`src/rtl/sync_fifo_ctrl_if.sv`:
```
`timescale 1ns/1ps
// Producer, consumer and RAM-side signals of the FWFT FIFO controller.
// The slave modport is the controller's view; the master modport is its environment.
interface sync_fifo_ctrl_if #(
    parameter int DATA_W = 24,
    parameter int ADDR_W = 13
);
    logic              iflush;
    logic              in_valid;
    logic              in_ready;
    logic [DATA_W-1:0] idata;
    logic              out_valid;
    logic              out_ready;
    logic [DATA_W-1:0] odata;
    logic              ram_en_wr;
    logic [ADDR_W-1:0] ram_wr_addr;
    logic [DATA_W-1:0] ram_wdata;
    logic [ADDR_W-1:0] ram_rd_addr;
    logic [DATA_W-1:0] ram_rdata;
    logic [ADDR_W+1:0] level;
    logic              full;
    logic              empty;

    modport slave (
        input  iflush, in_valid, idata, out_ready, ram_rdata,
        output in_ready, out_valid, odata, ram_en_wr, ram_wr_addr, ram_wdata,
               ram_rd_addr, level, full, empty
    );

    modport master (
        output iflush, in_valid, idata, out_ready, ram_rdata,
        input  in_ready, out_valid, odata, ram_en_wr, ram_wr_addr, ram_wdata,
               ram_rd_addr, level, full, empty
    );
endinterface

```
`src/rtl/sync_fifo_ctrl.sv`:
```
`timescale 1ns/1ps
// First-word-fall-through FIFO controller in front of a registered-read dual-port RAM.
// A 2-entry skid buffer hides the RAM read latency so the consumer can take one word per cycle.
module sync_fifo_ctrl #(
    parameter int DATA_W = 24,
    parameter int ADDR_W = 13
) (
    input  logic            iclk,
    input  logic            irst,
    sync_fifo_ctrl_if.slave bus
);
    localparam logic [ADDR_W:0] L_DEPTH = {1'b1, {ADDR_W{1'b0}}};

    logic [ADDR_W-1:0] r_wr_ptr;
    logic [ADDR_W-1:0] r_rd_ptr;
    logic [ADDR_W:0]   r_ram_cnt;
    logic              r_inflight;
    logic [1:0]        r_skid_cnt;
    logic [DATA_W-1:0] r_skid0;
    logic [DATA_W-1:0] r_skid1;

    logic              w_full;
    logic              w_out_valid;
    logic              w_push;
    logic              w_pop;
    logic              w_fetch;
    logic [2:0]        w_occ;
    logic [ADDR_W+1:0] w_level;

    assign w_full      = (r_ram_cnt == L_DEPTH);
    assign w_out_valid = (r_skid_cnt != 2'd0);
    assign w_push      = bus.in_valid & ~w_full & ~bus.iflush & ~irst;
    assign w_pop       = w_out_valid & bus.out_ready & ~bus.iflush;

    // Words already owed to the skid buffer after this edge; a fetch needs room for one more.
    assign w_occ   = {1'b0, r_skid_cnt} + {2'b00, r_inflight} - {2'b00, w_pop};
    assign w_fetch = (r_ram_cnt != '0) & (w_occ < 3'd2) & ~bus.iflush;

    assign w_level = {1'b0, r_ram_cnt}
                   + {{ADDR_W{1'b0}}, r_skid_cnt}
                   + {{(ADDR_W+1){1'b0}}, r_inflight};

    always_ff @(posedge iclk or posedge irst) begin
        if (irst) begin
            r_wr_ptr   <= '0;
            r_rd_ptr   <= '0;
            r_ram_cnt  <= '0;
            r_inflight <= 1'b0;
        end else if (bus.iflush) begin
            r_wr_ptr   <= '0;
            r_rd_ptr   <= '0;
            r_ram_cnt  <= '0;
            r_inflight <= 1'b0;
        end else begin
            if (w_push) begin
                r_wr_ptr <= r_wr_ptr + ADDR_W'(1);
            end
            if (w_fetch) begin
                r_rd_ptr <= r_rd_ptr + ADDR_W'(1);
            end
            r_inflight <= w_fetch;
            case ({w_push, w_fetch})
                2'b10:   r_ram_cnt <= r_ram_cnt + (ADDR_W+1)'(1);
                2'b01:   r_ram_cnt <= r_ram_cnt - (ADDR_W+1)'(1);
                default: r_ram_cnt <= r_ram_cnt;
            endcase
        end
    end

    // Skid buffer: r_skid0 is the head; the RAM word returned for last cycle's fetch lands here.
    always_ff @(posedge iclk or posedge irst) begin
        if (irst) begin
            r_skid_cnt <= 2'd0;
            r_skid0    <= '0;
            r_skid1    <= '0;
        end else if (bus.iflush) begin
            r_skid_cnt <= 2'd0;
            r_skid0    <= '0;
            r_skid1    <= '0;
        end else begin
            case ({r_inflight, w_pop})
                2'b10: begin
                    if (r_skid_cnt == 2'd0) begin
                        r_skid0 <= bus.ram_rdata;
                    end else begin
                        r_skid1 <= bus.ram_rdata;
                    end
                    r_skid_cnt <= r_skid_cnt + 2'd1;
                end
                2'b01: begin
                    r_skid0    <= r_skid1;
                    r_skid_cnt <= r_skid_cnt - 2'd1;
                end
                2'b11: begin
                    if (r_skid_cnt == 2'd1) begin
                        r_skid0 <= bus.ram_rdata;
                    end else begin
                        r_skid0 <= r_skid1;
                        r_skid1 <= bus.ram_rdata;
                    end
                end
                default: begin
                    r_skid_cnt <= r_skid_cnt;
                end
            endcase
        end
    end

    assign bus.in_ready    = ~w_full;
    assign bus.full        = w_full;
    assign bus.out_valid   = w_out_valid;
    assign bus.odata       = r_skid0;
    assign bus.ram_en_wr   = w_push;
    assign bus.ram_wr_addr = r_wr_ptr;
    assign bus.ram_wdata   = bus.idata;
    assign bus.ram_rd_addr = r_rd_ptr;
    assign bus.level       = w_level;
    assign bus.empty       = (w_level == '0);
endmodule

```
`src/flat_wrapper.sv`:
```
// flat-port wrapper written by rule: the top's interface ports become plain ports
module sync_fifo_ctrl_flat 
#(
    parameter int DATA_W = 24,
    parameter int ADDR_W = 13
)
  (iclk, irst, bus_iflush, bus_in_valid, bus_idata, bus_out_ready, bus_ram_rdata, bus_in_ready, bus_out_valid, bus_odata, bus_ram_en_wr, bus_ram_wr_addr, bus_ram_wdata, bus_ram_rd_addr, bus_level, bus_full, bus_empty);
  sync_fifo_ctrl_if #(.DATA_W(DATA_W), .ADDR_W(ADDR_W)) bus_i ();
  input  logic iclk;
  input  logic irst;
  input wire logic [$bits(bus_i.iflush)-1:0] bus_iflush;
  input wire logic [$bits(bus_i.in_valid)-1:0] bus_in_valid;
  input wire logic [$bits(bus_i.idata)-1:0] bus_idata;
  input wire logic [$bits(bus_i.out_ready)-1:0] bus_out_ready;
  input wire logic [$bits(bus_i.ram_rdata)-1:0] bus_ram_rdata;
  output wire logic [$bits(bus_i.in_ready)-1:0] bus_in_ready;
  output wire logic [$bits(bus_i.out_valid)-1:0] bus_out_valid;
  output wire logic [$bits(bus_i.odata)-1:0] bus_odata;
  output wire logic [$bits(bus_i.ram_en_wr)-1:0] bus_ram_en_wr;
  output wire logic [$bits(bus_i.ram_wr_addr)-1:0] bus_ram_wr_addr;
  output wire logic [$bits(bus_i.ram_wdata)-1:0] bus_ram_wdata;
  output wire logic [$bits(bus_i.ram_rd_addr)-1:0] bus_ram_rd_addr;
  output wire logic [$bits(bus_i.level)-1:0] bus_level;
  output wire logic [$bits(bus_i.full)-1:0] bus_full;
  output wire logic [$bits(bus_i.empty)-1:0] bus_empty;
  assign bus_i.iflush = bus_iflush;
  assign bus_i.in_valid = bus_in_valid;
  assign bus_i.idata = bus_idata;
  assign bus_i.out_ready = bus_out_ready;
  assign bus_i.ram_rdata = bus_ram_rdata;
  assign bus_in_ready = bus_i.in_ready;
  assign bus_out_valid = bus_i.out_valid;
  assign bus_odata = bus_i.odata;
  assign bus_ram_en_wr = bus_i.ram_en_wr;
  assign bus_ram_wr_addr = bus_i.ram_wr_addr;
  assign bus_ram_wdata = bus_i.ram_wdata;
  assign bus_ram_rd_addr = bus_i.ram_rd_addr;
  assign bus_level = bus_i.level;
  assign bus_full = bus_i.full;
  assign bus_empty = bus_i.empty;
  sync_fifo_ctrl #(.DATA_W(DATA_W), .ADDR_W(ADDR_W)) u_core (.iclk(iclk), .irst(irst), .bus(bus_i));
endmodule
```
`config.mk`:
```
export PLATFORM = sky130hd
export DESIGN_NAME = sync_fifo_ctrl_flat
export DESIGN_NICKNAME = d
export VERILOG_FILES = /design/src/rtl/sync_fifo_ctrl_if.sv /design/src/rtl/sync_fifo_ctrl.sv /design/src/flat_wrapper.sv
export SDC_FILE = /design/constraint.sdc
export NUM_CORES = 1
export LEC_CHECK = 0
export BUFFER_PORTS_ARGS = -buffer_cell sky130_fd_sc_hd__buf_2
export CORE_AREA = 2 2 128 99
export DETAILED_ROUTE_END_ITERATION = 16
export DIE_AREA = 0 0 130 101
export PLACE_DENSITY = 0.69
export SYNTH_ARGS = -nofsm -noshare
export SYNTH_HDL_FRONTEND = slang
export SYNTH_SLANG_ARGS = --single-unit
```
`constraint.sdc`:
```
create_clock -name iclk -period 6.35 [get_ports iclk]
set_input_delay 0.9525 -clock iclk [delete_from_list [all_inputs] [get_ports iclk]]
set_output_delay 0.9525 -clock iclk [all_outputs]
set_load 0.01 [all_outputs]
```
### Yosys cells after proc, flatten, opt, wreduce, memory -nomap -nowiden

Index checks and enable logic that the tools add are counted.

| cells by class | value |
|---|---|
| add/subtract/negate cells | 10 |
| $lt $le $gt $ge | 1 |
| equal/unequal tests | 10 |
| multiplexer cells | 17 |
| bitwise gates (word level) | 10 |
| reduce and logical (&&, ||, !) cells | 12 |

Operators by type and width:

| operator | number |
|---|---|
| 24-bit two-way mux | 6 |
| 24-bit case mux with 3 select lines | 1 |
| 13-bit two-way mux | 4 |
| 24-bit case mux with 2 select lines | 1 |
| 14-bit case mux with 2 select lines | 1 |
| 13-bit by 1-bit adder with 13-bit output (second input constant) | 2 |
| 14-bit by 2-bit adder with 15-bit output | 1 |
| 15-bit by 1-bit adder with 15-bit output | 1 |
| 15-bit zero test | 1 |
| 14-bit by 1-bit adder with 14-bit output (second input constant) | 1 |
| 14-bit == test (second input constant) | 1 |
| 14-bit two-way mux | 1 |
| 14-bit nonzero test | 1 |
| 14-bit by 1-bit subtractor with 14-bit output (second input constant) | 1 |
| 3-bit nonzero test | 3 |
| 1-bit bitwise AND | 7 |
| 2-bit by 1-bit == test with 1-bit output (second input constant) | 3 |
| 2-bit == test (second input constant) | 3 |
| 3-bit != test (second input constant) | 2 |
| 2-bit nonzero test | 3 |
| 2-bit case mux with 2 select lines | 1 |
| 4-bit nonzero test | 1 |
| 2-bit by 1-bit adder with 3-bit output | 1 |
| 3-bit by 2-bit less-than comparator with 1-bit output (second input constant) | 1 |
| 10 further kinds | 12 |

| word-level totals | value |
|---|---|
| register bits after elaboration | 91 |
| input bits | 53 |
| output and inout port bits | 94 |
| logic and storage cells | 67 |

### Logic depth before layout (Yosys ltp)

Gate-level depths: netlist of run 1.

| logic depth | value |
|---|---|
| word-level depth | 10 |
| gate-level depth with buffers | 20 |
| mapped depth without buffers | 20 |

### Worst setup path before layout of run 1

Ideal clock, no wire load.

| timing | value |
|---|---|
| path type | input -> register |
| start | in irst |
| end | reg u_core.r_ram_cnt[13] |
| library setup time | 0.078 ns |
| arrival | 5.729 ns |
| required time | 6.272 ns |
| slack | 0.543 ns |
| stages | 13 |
| cell sequence | inv_1 nand2_1 a31oi_4 or3b_4 inv_1 ha_1 a21o_1 a31o_2 o21ai_0 a31oi_1 xor2_1 or3_1 a21oi_1 |

| between the ends | value |
|---|---|
| cells in the longest elaborated chain, start to end | 5 |
| elaborated cells between the ends (all ways) | 7 |
| classes of those cells | eq/ne: 2; mux: 2; bitwise: 2; reduce/logical: 1 |

RTL lines:

| item | RTL line | RTL |
|---|---|---|
| from (decl) | flat_wrapper.sv:10 | `input logic irst;` |
| 1-bit inverter (*) | sync_fifo_ctrl.sv:32 | `assign w_push = bus.in_valid & ~w_full & ~bus.iflush & ~irst;` |
| 1-bit bitwise AND (*) | sync_fifo_ctrl.sv:32 |  |
| 2-bit by 1-bit == test with 1-bit output or 2-bit == test (tied branches) | sync_fifo_ctrl.sv:62 | `case ({w_push, w_fetch})` |
| 14-bit case mux with 2 select lines | sync_fifo_ctrl.sv:62 |  |
| 14-bit two-way mux | sync_fifo_ctrl.sv:49 | `end else if (bus.iflush) begin` |
| to (signal assigned) | sync_fifo_ctrl.sv:63 | `2'b10: r_ram_cnt <= r_ram_cnt + (ADDR_W+1)'(1);` |
| to (signal assigned) | sync_fifo_ctrl.sv:64 | `2'b01: r_ram_cnt <= r_ram_cnt - (ADDR_W+1)'(1);` |
| to (signal assigned) | sync_fifo_ctrl.sv:65 | `default: r_ram_cnt <= r_ram_cnt;` |
| to (decl) | sync_fifo_ctrl.sv:16 | `logic [ADDR_W:0] r_ram_cnt;` |

Every way passes the cells marked *; elsewhere a longest branch is shown, timed or not.
A chain may end at the register's enable or synchronous reset.

### Worst setup path after layout of run 1

| timing | value |
|---|---|
| start | reg u_core.r_skid_cnt[1] |
| end | reg u_core.r_ram_cnt[13] |

| between the ends | value |
|---|---|
| cells in the longest elaborated chain, start to end | 10 |
| elaborated cells between the ends (all ways) | 13 |
| classes of those cells | add/sub: 2; order compare: 1; eq/ne: 2; mux: 2; bitwise: 4; reduce/logical: 2 |

RTL lines:

| item | RTL line | RTL |
|---|---|---|
| from (decl) | sync_fifo_ctrl.sv:18 | `logic [1:0] r_skid_cnt;` |
| from (signal assigned) | sync_fifo_ctrl.sv:88 | `r_skid_cnt <= r_skid_cnt + 2'd1;` |
| from (signal assigned) | sync_fifo_ctrl.sv:92 | `r_skid_cnt <= r_skid_cnt - 2'd1;` |
| from (signal assigned) | sync_fifo_ctrl.sv:103 | `r_skid_cnt <= r_skid_cnt;` |
| 2-bit nonzero test | sync_fifo_ctrl.sv:31 | `assign w_out_valid = (r_skid_cnt != 2'd0);` |
| 1-bit bitwise AND (2 in series) | sync_fifo_ctrl.sv:33 | `assign w_pop = w_out_valid & bus.out_ready & ~bus.iflush;` |
| 3-bit by 1-bit subtractor with 3-bit output (*) | sync_fifo_ctrl.sv:36 | `assign w_occ = {1'b0, r_skid_cnt} + {2'b00, r_inflight} - {2'b00, w_pop};` |
| 3-bit by 2-bit less-than comparator with 1-bit output (*) | sync_fifo_ctrl.sv:37 | `assign w_fetch = (r_ram_cnt != '0) & (w_occ < 3'd2) & ~bus.iflush;` |
| 1-bit bitwise AND (*) (2 in series) | sync_fifo_ctrl.sv:37 |  |
| 2-bit by 1-bit == test with 1-bit output or 2-bit == test (tied branches) | sync_fifo_ctrl.sv:62 |  |
| 14-bit case mux with 2 select lines | sync_fifo_ctrl.sv:62 |  |
| 14-bit two-way mux | sync_fifo_ctrl.sv:49 |  |

Marks and branches as above.

==> results of run 1 <==
==> cells by family (layout without fill, tap and decap cells) <==
group	after synthesis	count (layout)
muxes	6	6
buffers and inverters	72	137
DFF	91	91
xor gates and xnor gates	42	42
adders and majority gates	24	24
AOI/OAI and AO/OA	132	132
and+or+nand+nor	222	222
==> final timing paths <==
| path | slack, ns | endpoint |
|---|---|---|
| setup / recovery | 1.10 | u_core.r_ram_cnt[13] |
| max in group asynchronous | 4.54 | u_core.bus.odata[14] |
| min in group asynchronous | 0.64 | u_core.r_skid1[19] |
| hold reg to reg | 0.48 | u_core.bus.odata[18] |
| setup reg to reg | 1.10 | u_core.r_ram_cnt[13] |
| hold / removal | 0.48 | u_core.bus.odata[18] |
==> flip-flops by register name, summed over array words and instances (netlist names) <==
| name | cells |
|---|---|
| u_core.bus.odata | 24 |
| u_core.r_skid1 | 24 |
| u_core.r_ram_cnt | 14 |
| u_core.bus.ram_rd_addr | 13 |
| u_core.bus.ram_wr_addr | 13 |
| u_core.r_skid_cnt | 2 |
| u_core.r_inflight | 1 |
==> per-stage QoR <==
stage | std cells | hold slack, ns
final | 820 | 0.4798
after global routing | 820 | 0.4940
after CTS | 820 | 0.4843
after detailed placement | 804 | 0.4684
after global placement | 804 | 0.4573
after floorplan | 589 | 0.5011
==> worst max-delay path, stage by stage, from the launching register on <==
cell	delay (ns)
dfrtp_1	0.51
inv_1	0.14
ha_1	0.24
nor2_1	0.09
and2_1	0.18
ha_1	0.27
nand2b_1	0.16
fa_1	0.38
xnor2_1	0.18
nand2_1	0.14
a31oi_4	0.26
or3b_4	0.45
inv_1	0.36
ha_1	0.38
a21o_1	0.22
a31o_2	0.22
o21ai_0	0.23
a31oi_1	0.15
xor2_1	0.16
or3_1	0.31
a21oi_1	0.16
==> cell usage after synthesis (5+ instances only) <==
library cell,instances,area [um^2]
nand3_1,16,80.08
and3_1,6,37.54
a31oi_1,5,31.28
a21oi_1,43,215.2
nand4_1,6,37.54
nand2_1,98,367.9
buf_4,24,180.2
a22oi_1,25,187.7
xor2_1,16,140.1
mux2i_1,6,60.06
nor2_1,54,202.7
or3_1,9,56.30
dfrtp_1,91,2277
xnor2_1,26,227.7
o21ai_0,36,180.2
inv_1,19,71.32
clkbuf_1,22,82.58
ha_1,20,250.2
nor3_1,11,55.05
==> layout make-up <==
type,count,area [um^2]
clock buffer,9,225.2
clock inverter,7,71.32
fill,1139,5998
inverter,20,76.32
multi-input combinational,426,2586
sequential,91,2277
tap,166,207.7
timing repair buffer,101,513.0
==> metal layers <==
metal | wire length, um | GRT usage | up-vias
met4 | 123 | 0.04549 | 0
met3 | 699 | 0.04512 | 14
li1 | - | - | 2122
met5 | 0 | 0 | -
met2 | 5617 | 0.3021 | 133
met1 | 6002 | 0.2766 | 2099
==> cells in the final DEF (no fill, tap or decap), types with 6 or more instances in the layout <==
cell,count
nand2_1,98
inv_1,18
mux2i_1,6
buf_2,98
xor2_1,16
nor2_1,54
nand4_1,6
a21oi_1,43
o21ai_0,36
xnor2_1,26
and3_1,6
clkbuf_16,9
nor3_1,11
or3_1,9
a22oi_1,25
dfrtp_1,91
ha_1,20
nand3_1,16
==> power breakdown <==
part	switching, mW	internal (mW)
Sequential	0.115	0.702
Combinational	0.690	0.441
Clock	0.250	0.276
==> impl_metrics.py, run 1 <==
metrics = {
    "critical_path": {
        "startpoint_type": "flip-flop",
        "critPathKind": "flip-flop to flip-flop",
        "cp-end-kind": "flip-flop",
        "worstSetupStartpoint": "u_core.r_skid_cnt[1]",
        "reg2reg_depth": 20,
        "cp_max_fo": 12,
        "crit_arrival_ns": 5.51,
        "rr_startpoint": "u_core.r_skid_cnt[1]",
        "worstPathRequired_ns": 6.61,
    },
    "routing": {
        "first_pass_iters": 5,
        "drc": 0,
        "ant_nets": 0,
        "vias": 4368,
        "wl_per_cell_um": 15.17,
        "via_per_inst": 5.327,
        "wl_um": 12440,
        "drt_iter0_drc": 236,
    },
    "floorplanning": {
        "num_rows": 35,
        "design.die.area_um2": 13130,
        "ioPinCount": 147,
        "core_um2": 11960,
        "start_util": 0.4379,
        "die_w_um": 130,
        "chipHeight_um": 101,
    },
    "sta": {
        "tightest_slew_ns": 1.003,
        "finalHoldViolations": 0,
        "slew_headroom": 0.3311,
        "period_share": 0.8275,
        "setup_violations": 0,
        "totalNegativeSetupSlack_ns": 0,
        "setup_ws_ns": 1.096,
        "fmax_mhz": 190.3,
        "rsz0062_at_grt": "no",
        "slew_viol_final": 0,
        "period_minus_slack_ns": 5.254,
        "clock_skew_ns": 0.01204,
    },
    "synth": {
        "ys_ff_latch": 91,
        "synth-xor-area-share": 0.07027,
        "synth_top_family_by_area": "simple AND/OR/NAND/NOR gates",
        "syn-num-nets": 666,
        "synth_area_um2": 5235,
        "post_synth_inst_count": 589,
        "synth_edf_count": 0,
        "yosys_warnings": 0,
        "synth_compound_area_frac": 0.1573,
        "syn_avg_cell_area_um2": 8.888,
        "synthSimpleGateAreaFrac": 0.1905,
        "synthMuxAreaShare": 0.01147,
        "yosysUniqueCellTypes": 49,
        "async_flop_share": 1.000,
        "yosysSeqAreaShare": 0.4350,
        "synthAdderAreaFrac": 0.06310,
        "ys.flop_type": "dfrtp_1",
    },
    "min_path": {
        "hold_path_class": "flip-flop to flip-flop",
        "holdPathStages": 2,
        "hp-start": "u_core.bus.odata[18]",
    },
    "cells_and_area": {
        "finish.utilization": 0.4983,
        "drive_gt1_frac": 0.1911,
        "area_delta_synth_final_pct": 13.79,
        "antenna_cells": 0,
        "nNetsFinal": 726,
        "post-route-cell-area_um2": 5957,
    },
    "clocking": {
        "postCtsSetupBuffers": 0,
        "clk_pin_slew_ns": 0.07,
        "cts-resized-gates": 0,
        "cts_made_buffers": 9,
        "clk_latency_ns": 0.35,
        "cts-root-buf": "clkbuf_16",
        "tritoncts": "yes",
        "clock_tree.buffer_depth": 2,
        "numClockSinks": 91,
        "h-tree-depth": 3,
        "cts_hold_buf": 0,
    },
    "global_route": {
        "grt_pass1_vias": 4177,
        "grtUsageTotal": 0.1943,
        "grt-ovfl-total": 0,
        "grt_pass1_wl_um": 20380,
        "antenna_found_initial": 0,
        "grt_max_degree": 73,
    },
    "place": {
        "globalplace.congestion": 0.8886,
        "io_buffers": 98,
        "place_area_um2": 5660,
        "hpwl_um": 8871,
        "pre_cts_slack_ns": 0.9258,
    },
    "outcome": {
        "status": "finished, final reports clean",
    },
    "power": {
        "total_power_mw": 2.474,
        "p_per_area_nw_per_um2": 415.3,
        "max-vdd-ir-drop_mv": 0.2003,
        "power.leakage_nw": 2.856,
    },
    "flow_run": {
        "drv_cap": 0,
    },
}
(Power assumes the default switching activity.)
==> run 2: changes to the inputs <==
clock period = 5.1 ns   (was 6.35 ns; I/O delays follow)
==> run 2 against run 1 <==
Net effect: fmax is 9.9% higher; sequential cell count stayed put; worst hold slack worse by 0.0059 ns; combinational power is 29% higher; cell count is 0.49% higher; clock power increased by 28%; sequential share of layout area decreased by 0.22 points; setup slack worse by 0.78 ns; critical path type unchanged; wire length increased by 0.95%; critical path depth stayed put.
==> impl_metrics.py, run 2 (synthesis results as in run 1) <==
metrics = {
    "sta": {
        "period_minus_slack_ns": 4.782,
        "fmax_mhz": 209.1,
        "finalHoldViolations": 0,
        "setup_violations": 0,
        "rsz0062_at_grt": "no",
        "slew_headroom": 0.3031,
        "clock_skew_ns": 0.006072,
        "slew_viol_final": 0,
        "totalNegativeSetupSlack_ns": 0,
        "tightest_slew_ns": 1.045,
        "whs_ns": 0.4739,
        "period_share": 0.9376,
    },
    "place": {
        "globalplace.congestion": 0.9347,
        "io_buffers": 98,
        "hpwl_um": 8843,
        "place_area_um2": 5693,
    },
    "power": {
        "power.leakage_nw": 2.871,
        "max-vdd-ir-drop_mv": 0.2107,
        "p_per_area_nw_per_um2": 525.9,
        "total_power_mw": 3.153,
    },
    "critical_path": {
        "cp_slowest_cell": "dfrtp_1",
        "crit_arrival_ns": 5.04,
        "cpPeakStageDelay_ns": 0.42,
        "startpoint_type": "flip-flop",
        "crit_chain": "inv_1 -> ha_1 -> nor2_1 -> and2_1 -> ha_1 -> nand2b_1 -> fa_1 -> xnor2_1 -> nand2_1 -> a31oi_4 -> or3b_4 -> inv_1 -> ha_1 -> a21o_1 -> a31o_2 -> o21ai_0 -> a31oi_1 -> xor2_1 -> or3_1 -> a21oi_1",
        "critPathBufInv": 2,
        "worstPathRequired_ns": 5.36,
        "critical_path.top_delay_family": "simple AND/OR/NAND/NOR gates",
        "cp_max_fo": 5,
        "critPathKind": "flip-flop to flip-flop",
        "crit_top_cell": "ha_1",
        "cp-end-kind": "flip-flop",
    },
    "global_route": {
        "grtUsageTotal": 0.1992,
        "grt_max_degree": 73,
        "grt_pass1_wl_um": 20670,
        "antenna_found_initial": 0,
        "grt_pass1_vias": 4167,
        "grt-ovfl-total": 0,
    },
    "clocking": {
        "numClockSinks": 91,
        "h-tree-depth": 3,
        "cts_made_buffers": 9,
        "cts_hold_buf": 0,
        "cts-root-buf": "clkbuf_16",
        "tritoncts": "yes",
        "clk_pin_slew_ns": 0.07,
        "clk_latency_ns": 0.34,
        "clock_tree.buffer_depth": 2,
    },
    "cells_and_area": {
        "nNetsFinal": 730,
        "multi_input_area_um2": 2586,
        "post-route-cell-area_um2": 5995,
        "drive_gt1_frac": 0.1960,
        "regArea_um2": 2278,
        "final_cell_mix": "98 x nand2_1, 98 x buf_2, 90 x dfrtp_1, 54 x nor2_1, 43 x a21oi_1",
        "nFillCells": 1116,
        "area_delta_synth_final_pct": 14.51,
        "antenna_cells": 0,
    },
    "routing": {
        "wl_per_cell_um": 15.24,
        "drc": 0,
        "vias": 4405,
        "via_per_inst": 5.346,
        "first_pass_iters": 5,
        "wl_um": 12560,
        "ant_nets": 0,
        "drt_iter0_drc": 290,
    },
    "floorplanning": {
        "die_w_um": 130,
        "core_um2": 11960,
        "num_rows": 35,
        "start_util": 0.4379,
        "chipHeight_um": 101,
        "ioPinCount": 147,
        "design.die.area_um2": 13130,
    },
    "min_path": {
        "hold_path_class": "flip-flop to flip-flop",
    },
    "flow_run": {
        "drv_cap": 0,
    },
    "outcome": {
        "status": "finished, final reports clean",
    },
}
## run 2: cell types whose count changed in the layout (fill, tap and decap cells not counted), sizes merged
cell / change
clkbuf: +1
clkinvlp: +1
inv: -1
bufinv: +1
clkinv: -2
buf: +4
## run 2: worst paths after layout
| check | cells after the start | slack [ns] | from | end |
|---|---|---|---|---|
| worst max-delay path | 20 | 0.32 | u_core.r_skid_cnt[0] | u_core.r_ram_cnt[13] |
| worst min-delay path | 2 | 0.47 | u_core.bus.odata[16] | u_core.bus.odata[16] |
| worst max register to register | 20 | 0.32 | u_core.r_skid_cnt[0] | u_core.r_ram_cnt[13] |
| worst min register to register | 2 | 0.47 | u_core.bus.odata[16] | u_core.bus.odata[16] |
| max in group asynchronous | 4 | 3.41 | irst | u_core.r_skid1[0] |
| min in group asynchronous | 3 | 0.67 | irst | u_core.r_ram_cnt[9] |
## run 2: tightest hold or removal path, cell delays in order (launching register included)
cell and delay [ns]:
dfrtp_1 0.34, nand2_1 0.04, o21ai_0 0.06
## run 2: power by group
part / switching, mW / internal [mW] / leakage, nW / total [mW]
Combinational: 0.879 / 0.583 / 1.49 / 1.46
Sequential: 0.143 / 0.875 / 1.24 / 1.02
Clock: 0.288 / 0.384 / 0.140 / 0.672
Total: 1.31 / 1.84 / 2.87 / 3.15
## run 2: per-layer routing
metal / routed length, um / vias up / GRT usage
met3: 903 / 19 / 0.04565
met1: 5862 / 2103 / 0.2910
met2: 5634 / 159 / 0.2984
met4: 160 / 0 / 0.05294
li1: - / 2124 / -
met5: 0 / - / 0
## run 2: layout make-up
cell class,instances,share of cell area
sequential,91,0.3801
tap,166,0.03465
timing repair buffer,105,0.09059
inverter,20,0.01315
clock buffer,10,0.03820
multi-input combinational,426,0.4314
clock inverter,6,0.01190
## run 2: per-stage QoR
stage,setup slack [ns],std cells,utilization
final,0.3182,824,0.5014
after global routing,0.01751,824,0.5014
after CTS,0.2298,824,0.5013
after detailed placement,0.1793,808,0.4762
after global placement,0.3939,808,0.4762
after floorplan,0.08085,589,-
## run 2: timing repair
item,in CTS,in global routing
setup buffers,0,0
gates resized for setup,0,1
setup endpoints to repair,0,1
